## config.mk

```make
export PLATFORM = sky130hd
export DESIGN_NAME = serial_subtracter_ctrl
export DESIGN_NICKNAME = d
export VERILOG_FILES = /design/src/rtl/serial_subtracter_ctrl_pkg.sv /design/src/rtl/serial_subtracter_ctrl_cell.sv /design/src/rtl/serial_subtracter_ctrl.sv
export SDC_FILE = /design/constraint.sdc
export NUM_CORES = 1
export LEC_CHECK = 0
export CAP_MARGIN = 40
export CORE_MARGIN = 5
export CORE_UTILIZATION = 40
export DETAILED_ROUTE_END_ITERATION = 6
export GPL_ROUTABILITY_DRIVEN = 0
export GPL_TIMING_DRIVEN = 0
export HOLD_SLACK_MARGIN = 0.15
export SYNTH_ARGS = -nofsm -noshare
export SYNTH_HDL_FRONTEND = slang
export SYNTH_SLANG_ARGS = --single-unit
```

## constraint.sdc

```tcl
create_clock -name clk -period 2.16 [get_ports clk]
set_input_delay 0.432 -clock clk [delete_from_list [all_inputs] [get_ports clk]]
set_output_delay 0.432 -clock clk [all_outputs]
set_load 0.005 [all_outputs]
```

## src/rtl/serial_subtracter_ctrl_pkg.sv

```systemverilog
// Shared types and constants for the bit-serial subtraction controller.
package serial_subtracter_ctrl_pkg;

    localparam int SUB_WIDTH_DEFAULT = 8;

    typedef enum logic [1:0] {
        IDLE = 2'd0,
        RUN  = 2'd1,
        DONE = 2'd2
    } sub_state_e;

endpackage

```

## src/rtl/serial_subtracter_ctrl_cell.sv

```systemverilog
// One-bit full subtracter: d = x - y - br, with the borrow-out on br_next.
module full_subtracter_cell (
    input  logic x,
    input  logic y,
    input  logic br,
    output logic d,
    output logic br_next
);

    assign d       = x ^ y ^ br;
    assign br_next = (~x & y) | (~(x ^ y) & br);

endmodule

```

## src/rtl/serial_subtracter_ctrl.sv

```systemverilog
// Bit-serial a - b - bin controller driving one full-subtracter cell LSB first.
// Optional signed-overflow flag is built when SERIAL_SUB_OVF_EN is defined.
module serial_subtracter_ctrl
    import serial_subtracter_ctrl_pkg::*;
#(
    parameter int WIDTH = SUB_WIDTH_DEFAULT
) (
    input  logic             clk,
    input  logic             rst_n,
    input  logic             start,
    input  logic [WIDTH-1:0] a,
    input  logic [WIDTH-1:0] b,
    input  logic             bin,
    output logic             busy,
    output logic             done,
    output logic [WIDTH-1:0] diff,
    output logic             bout,
    output logic             ovf
);

    localparam int CNT_W = $clog2(WIDTH);
    localparam logic [CNT_W-1:0] CNT_LAST = CNT_W'(WIDTH - 1);

    sub_state_e       state_reg, state_next;
    logic [WIDTH-1:0] sa_reg, sb_reg;
    logic [WIDTH-2:0] sr_reg;
    logic             br_reg;
    logic [CNT_W-1:0] cnt_reg;
    logic [WIDTH-1:0] diff_reg;
    logic             bout_reg;

    logic             cell_d, cell_br_next;
    logic [WIDTH-1:0] sr_cat;
    logic             last_bit;

    full_subtracter_cell u_cell (
        .x       (sa_reg[0]),
        .y       (sb_reg[0]),
        .br      (br_reg),
        .d       (cell_d),
        .br_next (cell_br_next)
    );

    // SR keeps only the WIDTH-1 bits already produced; the current bit is
    // appended on top so the final result can be latched on the last edge.
    assign sr_cat   = {cell_d, sr_reg};
    assign last_bit = (state_reg == RUN) && (cnt_reg == CNT_LAST);

    always_ff @(posedge clk or negedge rst_n) begin
        if (!rst_n) begin
            state_reg <= IDLE;
        end else begin
            state_reg <= state_next;
        end
    end

    always_comb begin
        state_next = state_reg;
        busy       = 1'b0;
        done       = 1'b0;
        case (state_reg)
            IDLE: begin
                if (start) begin
                    state_next = RUN;
                end
            end
            RUN: begin
                busy = 1'b1;
                if (cnt_reg == CNT_LAST) begin
                    state_next = DONE;
                end
            end
            DONE: begin
                done       = 1'b1;
                state_next = IDLE;
            end
            default: begin
                state_next = IDLE;
            end
        endcase
    end

    always_ff @(posedge clk or negedge rst_n) begin
        if (!rst_n) begin
            sa_reg   <= '0;
            sb_reg   <= '0;
            sr_reg   <= '0;
            br_reg   <= 1'b0;
            cnt_reg  <= '0;
            diff_reg <= '0;
            bout_reg <= 1'b0;
        end else begin
            case (state_reg)
                IDLE: begin
                    if (start) begin
                        sa_reg  <= a;
                        sb_reg  <= b;
                        br_reg  <= bin;
                        cnt_reg <= '0;
                    end
                end
                RUN: begin
                    sa_reg <= sa_reg >> 1;
                    sb_reg <= sb_reg >> 1;
                    sr_reg <= sr_cat[WIDTH-1:1];
                    br_reg <= cell_br_next;
                    // Hold the counter on the last bit so it never wraps.
                    if (cnt_reg != CNT_LAST) begin
                        cnt_reg <= cnt_reg + 1'b1;
                    end else begin
                        diff_reg <= sr_cat;
                        bout_reg <= cell_br_next;
                    end
                end
                default: begin
                end
            endcase
        end
    end

    assign diff = diff_reg;
    assign bout = bout_reg;

`ifdef SERIAL_SUB_OVF_EN
    logic a_msb_reg, b_msb_reg, ovf_reg;

    // The last cell output is the result sign bit.
    always_ff @(posedge clk or negedge rst_n) begin
        if (!rst_n) begin
            a_msb_reg <= 1'b0;
            b_msb_reg <= 1'b0;
            ovf_reg   <= 1'b0;
        end else if ((state_reg == IDLE) && start) begin
            a_msb_reg <= a[WIDTH-1];
            b_msb_reg <= b[WIDTH-1];
        end else if (last_bit) begin
            ovf_reg <= (a_msb_reg != b_msb_reg) && (cell_d != a_msb_reg);
        end
    end

    assign ovf = ovf_reg;
`else
    logic unused_last_bit;
    assign unused_last_bit = last_bit;
    assign ovf = 1'b0;
`endif

endmodule

```

==> flow_summary.ini, run 1 <==
[worst_setup_path]
reg2reg_slack_ns = 0.47
worst_ep_arrival_time_ns = 1.62
endpoint_kind = output pin
cp-start-kind = flip-flop
reg2reg_to = diff[7]$_DFFE_PN0P_
r2r_start = cnt_reg[0]$_DFFE_PN0P_
startpoint = state_reg[0]$_DFFE_PN0P_
crit_end = done
reg2reg_depth = 5
criticalPathCategory = reg2out
critPathRequiredTime_ns = 1.73
crit_fanout = 10

[logic_synthesis]
synth_warnings = 0
synthDistinctLibCells = 30
yosysSeqAreaShare_pct = 52.8
ys_ff_latch = 38
synth_nets = 172
netlist_area_mm2 = 0.00180
synth_cells = 149
synth_area_per_cell_um2 = 12.1

[global_routing]
first_global_vias = 1338
grt_use_total_pct = 13.7
grt_max_degree = 39
grt-ovfl-total = 0
grt_pass1_wl_um = 6510
antenna_found_initial = 0

[cts]
numCtsBuffers = 5
clock-root-buffer = clkbuf_8
cts_tree = done
h-tree-depth = 2
clk_latency_ns = 0.30
post_cts_buffers = 0
cts_buffer_depth = 2
cts_sinks = 38
clkTransAtPathRegs_ns = 0.07

[cells_and_area]
antennaDiodeCount = 0
fin_cells = 240
mostFrequentLayoutCells = dfrtp_1, clkdlybuf4s50_1, inv_1
synthToLayoutAreaGrowth_pct = 27.2
final_nets = 210
final_common_cell = dfrtp_1
filler_cell_count = 363
final_layout_size_suffix_gt1_share_pct = 21.8

[die]
die_y_um = 77.1
coreArea_mm2 = 0.00435
dieArea_mm2 = 0.00595
pin_count = 32
start_util_pct = 41.4
rows = 24
die_x_um = 77.1

[sta]
drv_slew = 0
fmax_mhz = 486
hold_viol = 0
final.setup.tns_ns = 0
finalCritPeriodShare_pct = 95.2
period_minus_slack_ns = 2.06
fin_skew_ns = 0.00688
holdWs_ns = 0.489
rsz0062_at_grt = no
layout_setup_ws_ns = 0.104
finalSetupViolCount = 0

[route]
ant_nets = 0
dr.first_iter.drc_count = 40
via_count = 1281
wire_per_inst_um = 15.9
dr.pass1.iters = 4
drc = 0
drt-vias-per-instance = 5.34
routed_wl_um = 3810

[placement]
dp_hpwl_um = 2700
dp_cells = 231
io_buffers = 30
place_ws_ns = 0.0422

[flow_run]
maxCapViolCount = 0

[power]
p_per_area_mw_per_mm2 = 1290
ir_worst_vdd_v = 0.000467
leakage_nw = 1.01

[worst_hold_path]
min_path_type = reg2reg

[status]
status = finished clean
-- cells by family after synthesis --
kind of cell | Yosys count | synth area share, %
simple gates | 38 | 16.2
flops | 38 | 52.8
buf+inv | 30 | 7.50
compound gates | 23 | 10.9
mux | 16 | 9.93
fa+ha+maj | 3 | 2.50
other cells | 1 | 0.208
-- how the worst min path moves through the flow --
stage / startpoint / to / slack (ns) / cells past startpoint
finish: sb_reg[7]$_DFFE_PN0P_ / sb_reg[7]$_DFFE_PN0P_ / 0.49 / 1
global route: sb_reg[7]$_DFFE_PN0P_ / sb_reg[7]$_DFFE_PN0P_ / 0.50 / 1
CTS: rst_n / sr_reg[0]$_DFFE_PN0N_ / 0.27 / 1
detailed placement: sb_reg[7]$_DFFE_PN0P_ / sb_reg[7]$_DFFE_PN0P_ / 0.47 / 1
floorplan: rst_n / bout$_DFFE_PN0P_ / 0.14 / 0
global placement: sb_reg[7]$_DFFE_PN0P_ / sb_reg[7]$_DFFE_PN0P_ / 0.47 / 1
-- power by group --
group / total (mW) / switching [mW] / internal (mW)
Sequential: 1.23 / 0.181 / 1.05
Combinational: 1.20 / 0.519 / 0.684
Clock: 0.521 / 0.265 / 0.257
Total: 2.96 / 0.965 / 1.99
-- per-stage QoR --
stage / util [%] / power, mW / instance area, um^2
after floorplan: - / 2.02 / 1800
after global placement: 49.8 / 2.41 / 2170
after detailed placement: 49.7 / 2.46 / 2160
after CTS: 51.8 / 2.98 / 2250
after global routing: 52.6 / 3.18 / 2290
final: 52.6 / 2.96 / 2290
-- critical path: stages (launching register included) --
cell	delay, ns
dfrtp_1	0.39
clkbuf_1	0.22
nor2b_1	0.19
clkdlybuf4s50_1	0.52
-- area by class of cell --
type	count	area [um^2]	share of cell area, %
Sequential cell	38	952	41.5
Buffer	12	67.6	2.95
Clock inverter	2	12.5	0.546
Tap cell	52	65.1	2.84
Clock buffer	6	82.6	3.60
Inverter	17	63.8	2.78
Multi-Input combinational cell	81	716	31.2
Timing Repair Buffer	32	333	14.5
-- cells in the mapped netlist, drive strengths merged --
cell / instances / area, um^2
nand2b: 4 / 25.0
o221a: 4 / 45.0
or2: 1 / 6.26
buf: 9 / 56.3
a21oi: 1 / 5.00
fa: 1 / 20.0
a221oi: 3 / 26.3
a21o: 1 / 7.51
nor2b: 1 / 6.26
nand3: 3 / 15.0
nor4bb: 2 / 20.0
o21ba: 1 / 10.0
mux2i: 1 / 10.0
or4b: 4 / 40.0
nand3b: 1 / 7.51
nor3b: 9 / 67.6
clkbuf: 4 / 15.0
dfrtp: 38 / 951
inv: 17 / 63.8
mux2: 15 / 169
o221ai: 3 / 26.3
conb: 1 / 3.75
nand2: 2 / 7.51
a211o: 1 / 8.76
nor4b: 11 / 96.3
o21bai: 1 / 7.51
ha: 2 / 25.0
a211oi: 8 / 60.1
-- layer usage --
layer / part of all wire, % / vias to the layer above / global-route usage [%]
met3: 5.5 / 6 / 5.62
met4: 1.4 / 0 / 4.98
met5: 0 / - / 0
met2: 48 / 32 / 21.3
li1: - / 614 / -
met1: 45 / 629 / 17.1
-- repair_timing --
action / CTS / global route
hold buffers: 0 / 1
resized for setup: 0 / 1
endpoints found under the setup margin: 1 / 1
pin swaps: 0 / 0
hold endpoints to repair: 0 / 16
(Power assumes the default switching activity.)
==> inputs of run 2 (changes only) <==
Clock period 2.16 ns to 2.4 ns, I/O delays scaled along.
==> flow_summary.ini, run 2 (synthesized netlist as in run 1, its figures left out) <==
[status]
status = finished clean

[global_routing]
first_global_vias = 1338
grt-ovfl-total = 0
grt_use_total_pct = 13.7
grt_max_degree = 39
antenna_found_initial = 0
grt_pass1_wl_um = 6510

[route]
ant_nets = 0
dr.pass1.iters = 4
wl_met3_um = 222
via_count = 1283
top_layer_used = met4
route.met2.wl_um = 1840
dr.first_iter.drc_count = 38
wire_per_inst_um = 15.9
drc = 0
routed_wl_um = 3800
drt-vias-per-instance = 5.37
m1WireLength_um = 1680

[cells_and_area]
final_layout_size_suffix_gt1_share_pct = 21.4
synthToLayoutAreaGrowth_pct = 26.6
mostFrequentLayoutCells = dfrtp_1, clkdlybuf4s50_1, inv_1
antennaDiodeCount = 0
final_nets = 209
final_common_cell = dfrtp_1
stdcell_area_mm2 = 0.00228

[power]
leakage_nw = 1.00
net-switching-power_mw = 0.866
p_per_area_mw_per_mm2 = 1160
p_sw_share_pct = 32.6
combPwrFrac_pct = 40.7
ir_worst_vdd_v = 0.000420
power.share.sequential_pct = 41.7
p_clk_share_pct = 17.6
internal_power_mw = 1.79

[die]
die_x_um = 77.1
pin_count = 32
dieArea_mm2 = 0.00595
coreArea_mm2 = 0.00435
start_util_pct = 41.4
rows = 24
die_y_um = 77.1

[sta]
layout_setup_ws_ns = 0.252
finalCritPeriodShare_pct = 89.5
finalSetupViolCount = 0
drv_slew = 0
hold_viol = 0
period_minus_slack_ns = 2.15
fin_skew_ns = 0.00705
rsz0062_at_grt = no
fmax_mhz = 465

[cts]
clock-root-buffer = clkbuf_8
clk_latency_ns = 0.30
cts_tree = done
clkTransAtPathRegs_ns = 0.08
cts_sinks = 38
cts_buffer_depth = 2
h-tree-depth = 2
numCtsBuffers = 5
cts_resized = 0
holdBufCountCts = 0

[worst_setup_path]
criticalPathCategory = reg2out
endpoint_kind = output pin
crit_fanout = 19
worst_ep_arrival_time_ns = 1.67
critPathRequiredTime_ns = 1.92
cp-start-kind = flip-flop

[placement]
place_ws_ns = 0.234
dp_hpwl_um = 2700
placed_cell_area_mm2 = 0.00216
io_buffers = 30

[worst_hold_path]
min_path_type = in2async

[flow_run]
maxCapViolCount = 0
==> run 2: changes by cell type in the layout (fill, tap and decap cells not counted) <==
cell / before / now
dfrtp_2: 1 / 0
dlygate4sd3_1: 1 / 0
dfrtp_1: 37 / 38
==> run 2: path summary, 6_finish.rpt <==
path                                     startpoint                    end  slack [ns]  depth (start not counted)
setup / recovery           state_reg[1]$_DFFE_PN0P_                   done        0.25                          3
hold / removal                                rst_n  sr_reg[0]$_DFFE_PN0N_        0.12                          1
setup reg to reg             cnt_reg[0]$_DFFE_PN0P_    diff[7]$_DFFE_PN0P_        0.71                          5
hold reg to reg               sb_reg[7]$_DFFE_PN0P_  sb_reg[7]$_DFFE_PN0P_        0.49                          1
max in group asynchronous                     rst_n     br_reg$_DFFE_PN0P_        1.82                          2
min in group clk              sb_reg[7]$_DFFE_PN0P_  sb_reg[7]$_DFFE_PN0P_        0.49                          1
==> run 2: critical path: stages (launching register included) <==
cell and delay (ns):
dfrtp_1 0.46, buf_6 0.21, nor2b_1 0.18, clkdlybuf4s50_1 0.52
==> run 2: what timing repair did <==
action,in CTS,in global routing
endpoints found under the hold margin,0,0
endpoints found under the setup margin,1,0
setup buffers,0,0
==> run 2: routing by layer <==
layer  vias to the layer above  GRT usage (%)
met5                         -              0
met4                         0           4.98
met3                         6           5.62
met2                        38           21.3
met1                       627           17.1
li1                        612              -
==> run 2: area by class of cell <==
| class | count | area [um^2] |
|---|---|---|
| Tap cell | 52 | 65.1 |
| Clock buffer | 6 | 82.6 |
| Clock inverter | 2 | 12.5 |
| Inverter | 17 | 63.8 |
| Buffer | 12 | 67.6 |
| Timing Repair Buffer | 31 | 323 |
| Sequential cell | 38 | 951 |
| Multi-Input combinational cell | 81 | 716 |
| Fill cell | 365 | 2070 |
==> run 2: power groups by stage <==
stage,clock (mW),combinational [mW],sequential [mW]
floorplan,0,0.728,1.09
global placement,0,1.06,1.11
detailed placement,0,1.09,1.12
CTS,0.479,1.09,1.11
global route,0.495,1.22,1.15
finish,0.467,1.08,1.11
==> run 2: metrics by stage <==
| step | power [mW] | setup TNS (ns) | hold WS [ns] | std cells | util (%) |
|---|---|---|---|---|---|
| after floorplan | 1.82 | 0 | 0.184 | 149 | - |
| after CTS | 2.68 | 0 | 0.315 | 238 | 51.8 |
| after global routing | 2.86 | 0 | 0.156 | 239 | 52.4 |
| final | 2.66 | 0 | 0.116 | 239 | 52.4 |
| after global placement | 2.16 | -0.690 | 0.469 | 231 | 49.8 |
| after detailed placement | 2.22 | 0 | 0.475 | 231 | 49.7 |
